[src/rtl/micro_uaz_pkg.sv]
// Shared definitions for the MicroUAZ clocked core: opcodes, FSM states,
// flag bit positions and small decode helpers.
package micro_uaz_pkg;

    // Opcode field values (top 4 bits of the instruction word)
    localparam logic [3:0] OP_NOP  = 4'h0;
    localparam logic [3:0] OP_LDI  = 4'h1;
    localparam logic [3:0] OP_MOV  = 4'h2;
    localparam logic [3:0] OP_ADD  = 4'h3;
    localparam logic [3:0] OP_SUB  = 4'h4;
    localparam logic [3:0] OP_AND  = 4'h5;
    localparam logic [3:0] OP_OR   = 4'h6;
    localparam logic [3:0] OP_XOR  = 4'h7;
    localparam logic [3:0] OP_SHL  = 4'h8;
    localparam logic [3:0] OP_LD   = 4'h9;
    localparam logic [3:0] OP_ST   = 4'hA;
    localparam logic [3:0] OP_JMP  = 4'hB;
    localparam logic [3:0] OP_JZ   = 4'hC;
    localparam logic [3:0] OP_JC   = 4'hD;
    localparam logic [3:0] OP_CMP  = 4'hE;
    localparam logic [3:0] OP_HALT = 4'hF;

    // Core sequencing states
    typedef enum logic [1:0] {
        S_FETCH = 2'd0,
        S_EXEC  = 2'd1,
        S_MEM   = 2'd2,
        S_HALT  = 2'd3
    } state_t;

    // Bit positions inside the {N,C,Z} flag vector
    localparam int FLAG_Z = 0;
    localparam int FLAG_C = 1;
    localparam int FLAG_N = 2;

    // Arithmetic/logic opcodes plus CMP refresh all three flags
    function automatic logic op_sets_flags(input logic [3:0] op);
        return ((op >= OP_ADD) && (op <= OP_SHL)) || (op == OP_CMP);
    endfunction

endpackage

[src/rtl/micro_uaz_alu.sv]
// Combinational ALU. Computes one extra MSB so the carry/borrow/shift-out
// bit falls out of the same wide result for every operation.
module micro_uaz_alu
    import micro_uaz_pkg::*;
#(
    parameter int DATA_W = 8
) (
    input  logic [DATA_W-1:0] i_a,
    input  logic [DATA_W-1:0] i_b,
    input  logic [3:0]        i_op,
    output logic [DATA_W-1:0] o_result,
    output logic [2:0]        o_flags
);

    logic [DATA_W:0] w_wide;

    // Wide result: bit DATA_W is carry (ADD), borrow (SUB/CMP) or old MSB (SHL)
    always_comb begin
        w_wide = {1'b0, i_a};
        case (i_op)
            OP_MOV:         w_wide = {1'b0, i_b};
            OP_ADD:         w_wide = {1'b0, i_a} + {1'b0, i_b};
            OP_SUB, OP_CMP: w_wide = {1'b0, i_a} - {1'b0, i_b};
            OP_AND:         w_wide = {1'b0, i_a & i_b};
            OP_OR:          w_wide = {1'b0, i_a | i_b};
            OP_XOR:         w_wide = {1'b0, i_a ^ i_b};
            OP_SHL:         w_wide = {i_a, 1'b0};
            default:        w_wide = {1'b0, i_a};
        endcase
    end

    // Flag packing from the wide result
    always_comb begin
        o_result        = w_wide[DATA_W-1:0];
        o_flags         = '0;
        o_flags[FLAG_Z] = (w_wide[DATA_W-1:0] == '0);
        o_flags[FLAG_C] = w_wide[DATA_W];
        o_flags[FLAG_N] = w_wide[DATA_W-1];
    end

endmodule

[src/rtl/micro_uaz_core.sv]
// MicroUAZ clocked core: PC, instruction register, register file and a
// FETCH/EXEC/MEM/HALT sequencer with a req/ack data bus that tolerates
// any number of wait states.
module micro_uaz_core
    import micro_uaz_pkg::*;
#(
    parameter  int DATA_W   = 8,
    parameter  int NUM_REGS = 4,
    parameter  int PC_W     = 8,
    localparam int RSEL_W   = $clog2(NUM_REGS),
    localparam int INSTR_W  = 4 + 2*RSEL_W + DATA_W
) (
    input  logic               i_Clk,
    input  logic               i_Rst_n,
    input  logic [INSTR_W-1:0] i_Instruction,
    output logic [PC_W-1:0]    o_Addres_Instruction_Bus,
    input  logic [DATA_W-1:0]  i_Dato_Bus,
    output logic [DATA_W-1:0]  o_DataOut_Bus,
    output logic [DATA_W-1:0]  o_Addres_Data_Bus,
    output logic               o_RW,
    output logic               o_Data_Req,
    input  logic               i_Data_Ack,
    output logic [2:0]         o_Flags,
    output logic               o_Halted
);

    // Architectural state
    state_t             r_state;
    state_t             w_state_next;
    logic [PC_W-1:0]    r_pc;
    logic [INSTR_W-1:0] r_ir;
    logic [DATA_W-1:0]  r_regs [NUM_REGS];
    logic [2:0]         r_flags;

    // Registered bus outputs
    logic               r_req;
    logic               r_rw;
    logic [DATA_W-1:0]  r_dout;
    logic [DATA_W-1:0]  r_daddr;

    // Instruction fields, MSB first: op, rx, ry, imm
    logic [3:0]         w_op;
    logic [RSEL_W-1:0]  w_rx;
    logic [RSEL_W-1:0]  w_ry;
    logic [DATA_W-1:0]  w_imm;
    logic [DATA_W-1:0]  w_rx_val;
    logic [DATA_W-1:0]  w_ry_val;

    assign w_op     = r_ir[INSTR_W-1 -: 4];
    assign w_rx     = r_ir[DATA_W+2*RSEL_W-1 -: RSEL_W];
    assign w_ry     = r_ir[DATA_W+RSEL_W-1 -: RSEL_W];
    assign w_imm    = r_ir[DATA_W-1:0];
    assign w_rx_val = r_regs[w_rx];
    assign w_ry_val = r_regs[w_ry];

    // ALU
    logic [DATA_W-1:0]  w_alu_result;
    logic [2:0]         w_alu_flags;

    micro_uaz_alu #(
        .DATA_W (DATA_W)
    ) u_alu (
        .i_a      (w_rx_val),
        .i_b      (w_ry_val),
        .i_op     (w_op),
        .o_result (w_alu_result),
        .o_flags  (w_alu_flags)
    );

    // PC candidates; jump targets take the low PC_W bits of imm
    logic [PC_W-1:0]    w_pc_inc;
    logic [PC_W-1:0]    w_jmp_target;

    assign w_pc_inc     = r_pc + PC_W'(1);
    assign w_jmp_target = PC_W'(w_imm);

    // Control strobes produced by the output decode
    logic               w_ir_load;
    logic               w_pc_load;
    logic [PC_W-1:0]    w_pc_next;
    logic               w_reg_we;
    logic [DATA_W-1:0]  w_reg_wdata;
    logic               w_flags_we;
    logic               w_bus_start;
    logic               w_bus_done;
    logic [NUM_REGS-1:0] w_reg_sel;

    // Per-register write enables: only rx is ever written
    generate
        for (genvar gi = 0; gi < NUM_REGS; gi++) begin : g_reg_sel
            assign w_reg_sel[gi] = w_reg_we && (w_rx == RSEL_W'(gi));
        end
    endgenerate

    // FSM state register
    always_ff @(posedge i_Clk or negedge i_Rst_n) begin
        if (!i_Rst_n) begin
            r_state <= S_FETCH;
        end else begin
            r_state <= w_state_next;
        end
    end

    // FSM next-state decode
    always_comb begin
        w_state_next = r_state;
        case (r_state)
            S_FETCH: w_state_next = S_EXEC;
            S_EXEC: begin
                if ((w_op == OP_LD) || (w_op == OP_ST)) begin
                    w_state_next = S_MEM;
                end else if (w_op == OP_HALT) begin
                    w_state_next = S_HALT;
                end else begin
                    w_state_next = S_FETCH;
                end
            end
            S_MEM:   w_state_next = i_Data_Ack ? S_FETCH : S_MEM;
            S_HALT:  w_state_next = S_HALT;
            default: w_state_next = S_FETCH;
        endcase
    end

    // FSM output decode: datapath strobes for the current state and opcode
    always_comb begin
        w_ir_load   = 1'b0;
        w_pc_load   = 1'b0;
        w_pc_next   = w_pc_inc;
        w_reg_we    = 1'b0;
        w_reg_wdata = w_alu_result;
        w_flags_we  = 1'b0;
        w_bus_start = 1'b0;
        w_bus_done  = 1'b0;
        o_Halted    = (r_state == S_HALT);
        case (r_state)
            S_FETCH: w_ir_load = 1'b1;
            S_EXEC: begin
                w_flags_we = op_sets_flags(w_op);
                case (w_op)
                    OP_NOP, OP_CMP: w_pc_load = 1'b1;
                    OP_LDI: begin
                        w_reg_we    = 1'b1;
                        w_reg_wdata = w_imm;
                        w_pc_load   = 1'b1;
                    end
                    OP_MOV, OP_ADD, OP_SUB, OP_AND, OP_OR, OP_XOR, OP_SHL: begin
                        w_reg_we  = 1'b1;
                        w_pc_load = 1'b1;
                    end
                    OP_LD, OP_ST: w_bus_start = 1'b1;
                    OP_JMP: begin
                        w_pc_load = 1'b1;
                        w_pc_next = w_jmp_target;
                    end
                    // Branches see the flags left by earlier instructions
                    OP_JZ: begin
                        w_pc_load = 1'b1;
                        w_pc_next = r_flags[FLAG_Z] ? w_jmp_target : w_pc_inc;
                    end
                    OP_JC: begin
                        w_pc_load = 1'b1;
                        w_pc_next = r_flags[FLAG_C] ? w_jmp_target : w_pc_inc;
                    end
                    OP_HALT: w_pc_load = 1'b0;
                    default: w_pc_load = 1'b1;
                endcase
            end
            S_MEM: begin
                if (i_Data_Ack) begin
                    w_bus_done  = 1'b1;
                    w_pc_load   = 1'b1;
                    w_reg_we    = (w_op == OP_LD);
                    w_reg_wdata = i_Dato_Bus;
                end
            end
            default: w_ir_load = 1'b0;
        endcase
    end

    // Instruction register and program counter
    always_ff @(posedge i_Clk or negedge i_Rst_n) begin
        if (!i_Rst_n) begin
            r_ir <= '0;
            r_pc <= '0;
        end else begin
            if (w_ir_load) r_ir <= i_Instruction;
            if (w_pc_load) r_pc <= w_pc_next;
        end
    end

    // Register file and flags
    always_ff @(posedge i_Clk or negedge i_Rst_n) begin
        if (!i_Rst_n) begin
            for (int i = 0; i < NUM_REGS; i++) r_regs[i] <= '0;
            r_flags <= '0;
        end else begin
            for (int i = 0; i < NUM_REGS; i++) begin
                if (w_reg_sel[i]) r_regs[i] <= w_reg_wdata;
            end
            if (w_flags_we) r_flags <= w_alu_flags;
        end
    end

    // Bus interface: captured on MEM entry, held until the acknowledging edge
    always_ff @(posedge i_Clk or negedge i_Rst_n) begin
        if (!i_Rst_n) begin
            r_req   <= 1'b0;
            r_rw    <= 1'b0;
            r_dout  <= '0;
            r_daddr <= '0;
        end else if (w_bus_start) begin
            r_req   <= 1'b1;
            r_rw    <= (w_op == OP_ST);
            r_daddr <= w_ry_val;
            if (w_op == OP_ST) r_dout <= w_rx_val;
        end else if (w_bus_done) begin
            r_req <= 1'b0;
            r_rw  <= 1'b0;
        end
    end

    assign o_Addres_Instruction_Bus = r_pc;
    assign o_DataOut_Bus            = r_dout;
    assign o_Addres_Data_Bus        = r_daddr;
    assign o_RW                     = r_rw;
    assign o_Data_Req               = r_req;
    assign o_Flags                  = r_flags;

endmodule

[config.mk]
export PLATFORM = sky130hd
export DESIGN_NAME = micro_uaz_core
export DESIGN_NICKNAME = d
export VERILOG_FILES = /design/src/rtl/micro_uaz_pkg.sv /design/src/rtl/micro_uaz_alu.sv /design/src/rtl/micro_uaz_core.sv
export SDC_FILE = /design/constraint.sdc
export NUM_CORES = 1
export LEC_CHECK = 0
export ABC_CLOCK_PERIOD_IN_PS = 8700
export CORE_ASPECT_RATIO = 0.9
export CORE_UTILIZATION = 62
export CTS_CLUSTER_DIAMETER = 40
export DETAILED_ROUTE_END_ITERATION = 8
export PLACE_DENSITY_LB_ADDON = 0.1
export REMOVE_ABC_BUFFERS = 1
export SYNTH_ARGS = -nofsm -noshare
export SYNTH_HDL_FRONTEND = slang
export SYNTH_SLANG_ARGS = --single-unit
[constraint.sdc]
create_clock -name i_Clk -period 8.7 [get_ports i_Clk]
set_input_delay 0.87 -clock i_Clk [delete_from_list [all_inputs] [get_ports i_Clk]]
set_output_delay 0.87 -clock i_Clk [all_outputs]
set_load 0.005 [all_outputs]
Yosys cells after proc, flatten, opt, wreduce, memory -nomap -nowiden
Index checks and enable logic that the tools add are counted.

Register bits: 79. Latch bits: 0. RAM bits: 0. Bits in read-only memories: 0. Input port bits: 27. Output and inout bits: 30. Word-level logic and storage cells: 94. Memories kept: 0.

Add/sub/neg operators: 3. Multiply operators: 0. Div/mod/pow operators: 0. Magnitude comparators: 4. Eq/ne operators: 21. Shift-type cells: 0. Multiplexer cells: 32. Bitwise operators: 5. Reductions and logical operators: 17.

Operator list (number): 8-bit two-way mux (9); 9-bit case mux with 7 select lines (1); 8-bit binary-select mux with 2-bit select (2); 4-bit equality test (second input constant) (8); 8-bit case mux with 3 select lines (1); 4-bit by 3-bit equality test with 1-bit output (second input constant) (4); 8-bit case mux with 2 select lines (1); 13-bit OR reduction (1); 1-bit two-way mux (12); 8-bit by 8-bit adder with 9-bit output (1); 8-bit by 8-bit subtractor with 9-bit output (1); 8-bit by 1-bit adder with 8-bit output (second input constant) (1); 8-bit AND (1); 2-bit equality test (second input constant) (4); 4-bit by 2-bit equality test with 1-bit output (second input constant) (2); 8-bit zero test (1); 8-bit bitwise OR (1); 2-bit case mux with 4 select lines (1); 8-bit OR reduction (1); 8-bit bitwise XOR (1); 3-bit >= comparator (second input constant) (2); 2-bit two-way mux (3); 2-bit inverter with 3-bit output (2); 1-bit logical AND (5); 11 further kinds (16).

Logic depth before layout (Yosys ltp)
Gate-level depths: netlist of the first run.

Depth in word-level cells: 8. Mapped depth: 15. Mapped depth without buffers: 14.

Cells and area by module
From an unflattened synthesis of the first run, not the netlist that was laid out.

Cell total of the unflattened synthesis: 494. Area, all modules: 5554.1 um2.

Modules (own cells, without submodules): micro_uaz_core (times used 1, cells an instance 302, area each 4197.8 um2, seq. area each 1976.9 um2); micro_uaz_alu (times used 1, cells an instance 192, area each 1356.3 um2, seq. area each 0.0 um2).

Least setup slack after synthesis of the first run
Ideal clock, no wire load.

Path type: flip-flop to flip-flop. Start point: register r_ir[8]. End point: register r_regs[14] (netlist name). Library setup time: 0.125 ns. Data arrival time: 3.239 ns. Data required time: 8.575 ns. Slack: 5.336 ns. Cell stages (with the launch flop): 15. Path buffers: 1. Cell sequence: dfrtp_1 -> buf_2 -> mux4_2 -> inv_1 -> ha_1 -> nand2_1 -> o21ai_0 -> fa_1 -> nor2b_1 -> o31ai_1 -> a21oi_1 -> xnor2_1 -> o211ai_1 -> a22o_1 -> mux2_2.

Word-level cells in the longest chain between the ends: 8.

Ends and longest elaborated chain: from (decl) (RTL line micro_uaz_core.sv:31) `logic [INSTR_W-1:0] r_ir;`; from (signal assigned) (RTL line micro_uaz_core.sv:186) `if (w_ir_load) r_ir <= i_Instruction;`; 2-bit inverter with 3-bit output (not written as such) * (RTL line micro_uaz_core.sv:54) `assign w_ry_val = r_regs[w_ry];`; 8-bit binary-select mux with 2-bit select * (RTL line micro_uaz_core.sv:54); 8-bit two-way mux (not written as such) * (2 in series) (RTL line micro_uaz_core.sv:54); named net u_alu.i_b[0] (RTL line micro_uaz_alu.sv:9) `input logic [DATA_W-1:0] i_b,`; 8-bit by 8-bit subtractor with 9-bit output / 8-bit by 8-bit adder with 9-bit output (equally long branches) (RTL line micro_uaz_alu.sv:23, micro_uaz_alu.sv:22); 9-bit case mux with 7 select lines * (RTL line micro_uaz_alu.sv:20) `case (i_op)`; 8-bit two-way mux, on equally long branches (RTL line micro_uaz_core.sv:169, micro_uaz_core.sv:139); 8-bit case mux with 2 select lines * (RTL line micro_uaz_core.sv:135) `case (r_state)`; to (signal, indexed assignment) (RTL line micro_uaz_core.sv:198) `if (w_reg_sel[i]) r_regs[i] <= w_reg_wdata;`; to (decl) (RTL line micro_uaz_core.sv:32) `logic [DATA_W-1:0] r_regs [NUM_REGS];`.

Mark *: on every way through the listed nets, which the timed path passes. The rest lies on a longest branch. The select of a mux whose other input is x is not followed. A chain may end at the register's enable or synchronous reset.

Final worst setup path of the first run
Start point: register r_ir[8]. End point: register r_regs[22] (netlist name).

The elaborated chain is that of the path after synthesis.

==> impl_summary.txt, run 1 <==
----------------------------------------------------
[Floorplanning]
  Vertical die dimension ... slightly below 90 um
  Core Footprint ... 8070 um^2
  Initial core utilization ... between 60 and 70%
  Die X-Extent ... slightly below 100 um
  Row count ... 31
  Total die area ... slightly below 9000 um^2
  Number of top-level pins ... 57

[STA]
  Unrepaired setup endpoints after global routing ... no
  Setup TNS Final ... 0 ns
  Worst hold margin ... between 0.5 and 0.6 ns
  Fin. max-slew vios ... 0
  Final clock skew ... around 0.013 ns
  Pin slew with the least headroom to its limit ... 1.00 ns
  Post-route clock period utilization ... around 45%
  Upper clock frequency limit ... 256 MHz
  Time the worst path needs with I/O delays and setup ... around 4 ns
  Final hold violations ... 0
  Final Setup Violations ... 0
  Relative slew slack ... between 30% and 40%

[Clock network]
  CTS tree ... done
  Clock Tree Buf Depth ... 2
  Number of buffers added for setup after CTS ... 0
  Post-CTS resize count ... 0
  Clock transition at the registers of the reported paths ... 0.09 ns
  Hold buffers post-CTS ... 0
  Clock sinks ... 79
  Clock latency of the later-clocked register in the worst-skew pair ... about 0.37 ns
  H-tree lvl count ... 3
  Clock buffer count from CTS ... 9
  Cell at the root of the clock tree ... clkbuf_8

[Logic synthesis]
  Sequential share of the synthesized area ... 38.2%
  Post-synthesis average cell area ... around 11 um^2
  YS warnings ... 0
  Cell accounting for the most synthesized area ... dfrtp_1
  Summed instance area of the synthesized netlist ... ~5200 um^2
  Post-synth EDFFs ... 0
  Dominant combinational cell family by area after synthesis ... multiplexers
  Share of the synthesized area in the top cell type ... 38.2%
  Synth Area in Simple Gates ... between 10% and 20%
  Number of storage elements in the synthesis netlist ... 79
  Synth Flop Type ... dfrtp_1
  Number of cells produced by synthesis ... 478
  XOR/XNOR share of the synthesized area ... about 2.2%
  Cell variety after synth ... between 50 and 60
  Cells taking the most area after synthesis ... dfrtp_1 38%, mux2_2 14%, ha_1 7.5%
  Post-synth ARST share ... 100%
  Mux contribution to synthesized area ... 22.6%
  Share of the synthesized area in compound gates (AO/OA/AOI/OAI) ... 14.5%
  Adder-cell share of the synthesized area ... slightly below 8%

[Global routing]
  Largest net degree at the start of global routing ... 80
  Antenna violations before repair ... 0
  Vias in the first global route ... 3996
  Global-route wire length before repair ... around 21000 um
  Global route overflow ... 0
  Global-route total usage across every layer ... around 32%

[Setup path]
  WP data required ... between 8 and 9 ns
  Endpoint type of the worst setup path ... register
  Startpoint of the worst setup timing path ... r_ir[8]$_DFFE_PN0N_
  Element type at the critical path start ... register
  R2r startpoint ... r_ir[8]$_DFFE_PN0N_
  Path type of the worst setup path ... register to register
  Highest fanout seen on the critical path ... 9
  Arrival time at the worst endpoint ... 4.16 ns

[Placed design]
  Placed cell count ... slightly above 600
  DP Area ... roughly 5800 um^2
  Placer's final routability congestion estimate ... a little over 0.9
  DP Wirelength ... 9610 um
  Number of I/O port buffers ... 56

[Drt]
  Post-detailed-routing wire length ... 13200 um
  Mean routed wirelength per cell ... between 20 and 25 um
  Remaining antenna violation count after routing ... 0
  Length of the first detailed-routing pass in iterations ... 9
  Number of vias after detailed routing ... roughly 4000
  Residual DRC ... 1
  Avg Vias per Cell ... ~6.4
  DR iter-0 viols ... approximately 270

[Run status]
  Violations in the final reports ... DRC
  Run status ... finished, violations left

[Layout]
  Count of inserted antenna diode cells ... 0
  Most used cells in the layout excluding fill and tap cells ... 79 x dfrtp_1, 64 x mux2_2, 55 x clkdlybuf4s50_1
  Fill cell total of the finished layout ... 588
  Layout overhead on the synthesized area ... 16.2%
  Sequential Area ... around 2000 um^2
  Post-layout instance area ... ~6000 um^2
  Commonest non-fill, non-tap cell in the layout ... dfrtp_1
  Net count reported at finish ... around 580
  Total area of multi-input combinational cells ... between 2000 and 3000 um^2
  Filler-free cell count of the finished design ... 626
  Layout cell share with drive strength beyond 1 ... about a fifth

[Run]
  Count of maximum capacitance violations ... 0

[Hold path]
  Min-Delay Path Class ... register to register
  HP Start ... o_DataOut_Bus[1]$_DFFE_PN0P_

----------------------------------------------------
## cell families (layout without fill, tap and decap cells)
group / count (synthesis) / count (layout)
buf+inv: 50 / 99
compound gates: 110 / 110
fa+ha+maj: 32 / 32
flops: 79 / 79
simple gates: 104 / 104
mux: 90 / 90
xor+xnor: 13 / 13
## through the flow
step,util [%],worst slack [ns]
2_1_floorplan,-,5.27
3_3_place_gp,71.5,4.88
3_5_place_dp,71.5,4.84
4_1_cts,74.4,4.81
5_1_grt,74.4,4.43
6_report,74.4,4.79
## area by class of cell
cell class,count,area share [%]
tap,99,2.06
multi-input combinational,349,49.8
clock buffer,9,2.06
sequential,79,32.9
clock inverter,7,1.90
timing repair buffer,60,9.79
inverter,23,1.44
## cell usage after synthesis, types with 4 or more instances
library cell,number
dfrtp_1,79
a22oi_1,5
a21oi_1,16
nor2b_1,8
a31oi_1,6
nor3_1,7
o21ai_1,5
mux2i_1,11
nand2b_1,7
mux2_2,64
o21ai_0,24
o211ai_1,4
nand2_1,30
xnor2_1,10
ha_1,31
nor2_1,19
and3_1,5
mux4_2,15
o22ai_1,7
inv_1,23
a22o_1,16
clkbuf_1,20
nand3_1,7
## metal layers
layer | up-vias | GRT usage, % | wire length [um] | part of all wire, %
met5 | - | 0 | 0 | 0
li1 | 1861 | - | - | -
met1 | 1992 | 42.7 | 5730 | 43
met2 | 151 | 53.7 | 6310 | 48
met4 | 0 | 12.6 | 333 | 2.5
met3 | 33 | 6.32 | 834 | 6.3
## path summary, 6_finish.rpt
| path | endpoint | slack (ns) | cells after the start |
|---|---|---|---|
| worst max register to register | r_regs[22]$_DFFE_PN0P_ | 4.79 | 13 |
| max in group asynchronous | r_regs[3]$_DFFE_PN0P_ | 7.39 | 1 |
| worst max-delay path | r_regs[22]$_DFFE_PN0P_ | 4.79 | 13 |
| worst min register to register | o_DataOut_Bus[1]$_DFFE_PN0P_ | 0.51 | 1 |
| min in group asynchronous | r_state[0]$_DFF_PN0_ | 0.64 | 1 |
| worst min-delay path | o_DataOut_Bus[1]$_DFFE_PN0P_ | 0.51 | 1 |
## worst max-delay path, cell delays in order, from the launching register on
cell	delay, ns
dfrtp_1	0.69
mux4_2	0.64
inv_1	0.13
ha_1	0.24
nand2_1	0.06
o21ai_0	0.15
fa_1	0.46
nor2b_1	0.16
o31ai_1	0.11
a21oi_1	0.23
xnor2_1	0.17
o211ai_1	0.16
a22o_1	0.32
mux2_2	0.28
## sequential cells by signal (all words and copies together) (netlist names)
name                      cells
r_regs                       32
r_ir                         16
o_Addres_Data_Bus             8
o_Addres_Instruction_Bus      8
o_DataOut_Bus                 8
o_Flags                       3
r_state                       2
o_Data_Req                    1
o_RW                          1
Power of run 1 is left out: the tool's default activity adds up to more than one toggle a clock period on the data nets, which glitch-free logic cannot reach.
==> inputs of run 2 (changes only) <==
--- a/config.mk
+++ b/config.mk
@@ -5,9 +5,9 @@
 export SDC_FILE = /design/constraint.sdc
 export NUM_CORES = 1
 export LEC_CHECK = 0
-export ABC_CLOCK_PERIOD_IN_PS = 8700
+export ABC_CLOCK_PERIOD_IN_PS = 4100
 export CORE_ASPECT_RATIO = 0.9
-export CORE_UTILIZATION = 62
+export CORE_UTILIZATION = 57
 export CTS_CLUSTER_DIAMETER = 40
 export DETAILED_ROUTE_END_ITERATION = 8
 export PLACE_DENSITY_LB_ADDON = 0.1
==> constraint.sdc (replaced) <==
create_clock -name i_Clk -period 4.1 [get_ports i_Clk]
set_input_delay 0.41 -clock i_Clk [delete_from_list [all_inputs] [get_ports i_Clk]]
set_output_delay 0.41 -clock i_Clk [all_outputs]
set_load 0.005 [all_outputs]
==> run 2 against run 1 <==
Effect of this change: the flow now finishes without violations; cell area up 1.1%; sequential share of layout area down 0.33 points; hold slack worse by 0.33 ns; global-route usage down 3.6 points; clock skew up 0.0063 ns; sequential cell count unchanged; highest routed layer unchanged.
==> impl_summary.txt, run 2 (synthesis results as in run 1) <==
----------------------------------------------------
[Placed design]
  Placed cell count ... 636
  Placer's final routability congestion estimate ... roughly 0.95
  DP Wirelength ... slightly above 9000 um
  Number of I/O port buffers ... 56

[Global routing]
  Highest-utilization routing layer at the global route stage ... met2
  Vias in the first global route ... 3974
  Largest net degree at the start of global routing ... 80
  Global-route total usage across every layer ... 28.8%
  Antenna violations before repair ... 0
  Global route overflow ... 0
  Global-route wire length before repair ... 20400 um
  M2 GR Usage ... between 40% and 50%
  Global-route track usage on met1 ... between 40 and 50%
  Global routing usage on met3 ... 4.30%

[Layout]
  Registers with the most flip-flops ... r_regs x32, r_ir x16
  Most used cells in the layout excluding fill and tap cells ... 78 x dfrtp_1, 64 x mux2_2, 55 x clkdlybuf4s50_1
  Register name with the most flops ... r_regs
  Layout overhead on the synthesized area ... 17.4%
  Layout cell share with drive strength beyond 1 ... between 20% and 30%
  Number of flip-flops in the largest register ... 32
  Fill cell total of the finished layout ... 675
  Count of inserted antenna diode cells ... 0
  Filler-free cell count of the finished design ... between 600 and 700
  Commonest non-fill, non-tap cell in the layout ... dfrtp_1
  Net count reported at finish ... roughly 590

[Drt]
  Length of the first detailed-routing pass in iterations ... 5
  Post-detailed-routing wire length ... around 12000 um
  Remaining antenna violation count after routing ... 0
  DR iter-0 viols ... 143
  Residual DRC ... 0
  Number of vias after detailed routing ... between 4000 and 5000
  Mean routed wirelength per cell ... between 15 and 20 um
  Avg Vias per Cell ... slightly above 6

[Floorplanning]
  Total die area ... 9450 um^2
  Number of top-level pins ... between 50 and 60
  Initial core utilization ... 59.5%
  Die X-Extent ... 102 um
  Core Footprint ... about 8700 um^2
  Vertical die dimension ... between 90 and 100 um
  Row count ... 32

[STA]
  Fin. max-slew vios ... 0
  Final Setup Violations ... 0
  Unrepaired setup endpoints after global routing ... no
  Setup TNS Final ... 0 ns
  Post-route clock period utilization ... 90.6%
  Relative slew slack ... between 30% and 40%
  Upper clock frequency limit ... 269 MHz
  Final clock skew ... approximately 0.019 ns
  Final hold violations ... 0
  Time the worst path needs with I/O delays and setup ... 3.71 ns
  Pin slew with the least headroom to its limit ... ~0.99 ns

[Setup path]
  Highest fanout seen on the critical path ... 9
  WP data required ... around 4.4 ns
  Crit-path max cell delay ... between 0.6 and 0.7 ns
  Element type at the critical path start ... register
  Endpoint type of the worst setup path ... register
  Path type of the worst setup path ... register to register
  Sequence of cells on the critical path ... mux4_2, inv_1, ha_1, nand2_1, o21ai_0, fa_1, nor2b_1, o31ai_1, a21oi_1, xnor2_1, o211ai_1, a22o_1, mux2_2
  Arrival time at the worst endpoint ... 3.97 ns
  Worst path slowest cell ... mux4_2

[Clock network]
  Clock buffer count from CTS ... 9
  Number of buffers added for setup after CTS ... 0
  H-tree lvl count ... 3
  Cell at the root of the clock tree ... clkbuf_8
  Clock transition at the registers of the reported paths ... ~0.090 ns
  CTS tree ... done
  Clock sinks ... 79
  Clock latency of the later-clocked register in the worst-skew pair ... 0.37 ns
  Clock Tree Buf Depth ... 2

[Run status]
  Run status ... finished, final reports clean

[Run]
  Count of maximum capacitance violations ... 0

[Hold path]
  Min-Delay Path Class ... input port to async pin

----------------------------------------------------
==> run 2: cell types whose count changed in the layout (fill, tap and decap cells not counted), sizes merged <==
cell      delta
buf          +6
clkinv       -1
clkinvlp     +1
==> run 2: final timing paths <==
check / cells past startpoint / slack [ns] / start / to
worst max-delay path: 13 / 0.39 / r_ir[8]$_DFFE_PN0N_ / r_regs[6]$_DFFE_PN0P_
worst min-delay path: 1 / 0.18 / i_Rst_n / o_Flags[2]$_DFFE_PN0P_
worst max register to register: 13 / 0.39 / r_ir[8]$_DFFE_PN0N_ / r_regs[6]$_DFFE_PN0P_
worst min register to register: 2 / 0.50 / o_Data_Req$_DFFE_PN0P_ / o_Data_Req$_DFFE_PN0P_
max in group asynchronous: 1 / 3.21 / i_Rst_n / r_ir[8]$_DFFE_PN0N_
min in group i_Clk: 2 / 0.50 / o_Data_Req$_DFFE_PN0P_ / o_Data_Req$_DFFE_PN0P_
==> run 2: through the flow <==
step	util, %	instance area, um^2	setup slack (ns)	hold WS [ns]
floorplan	-	5050	0.667	0.114
global placement	67.1	5830	0.322	0.470
detailed placement	67.1	5830	0.242	0.475
CTS	69.8	6070	0.215	0.249
global route	69.8	6070	0.120	0.298
finish	69.8	6070	0.385	0.183
==> run 2: routing by layer <==
metal	wire (um)	share of wire, %	vias up
met5	0	0	-
met4	258	2.1	0
met3	720	5.8	27
met2	5810	47	146
met1	5660	45	2004
li1	-	-	1875
==> run 2: repair_timing <==
item / in CTS / in global routing
hold endpoints to repair: 0 / 0
gates resized for setup: 0 / 1
endpoints found under the setup margin: 0 / 8
hold buffers: 0 / 0
==> run 2: cell type report <==
cell class                 instances  area, um^2  share of cell area (%)
tap                              119         149                    2.45
clock buffer                       9         124                    2.04
inverter                          23        86.3                    1.42
clock inverter                     7         113                    1.86
multi-input combinational        349        2990                    49.2
timing repair buffer              66         633                    10.4
sequential                        79        1980                    32.6
==> run 2: critical path: cells and delay by family (launching register included) <==
kind            cells  cell delay (ns)
compound gates      5             0.91
mux                 2             0.88
fa+ha+maj           2             0.71
flops               1             0.56
simple gates        2             0.22
xor+xnor            1             0.19
buf+inv             1             0.14
Power of run 2 is left out for the same reason.
==> inputs of run 3 (changes only) <==
--- a/config.mk
+++ b/config.mk
@@ -5,7 +5,6 @@
 export SDC_FILE = /design/constraint.sdc
 export NUM_CORES = 1
 export LEC_CHECK = 0
-export ABC_CLOCK_PERIOD_IN_PS = 4100
 export CORE_ASPECT_RATIO = 0.9
 export CORE_UTILIZATION = 57
 export CTS_CLUSTER_DIAMETER = 40
==> results of run 3 <==
Same layout as run 2: the final DEF is identical, and so are final timing and power.
Power of run 3 is left out for the same reason.
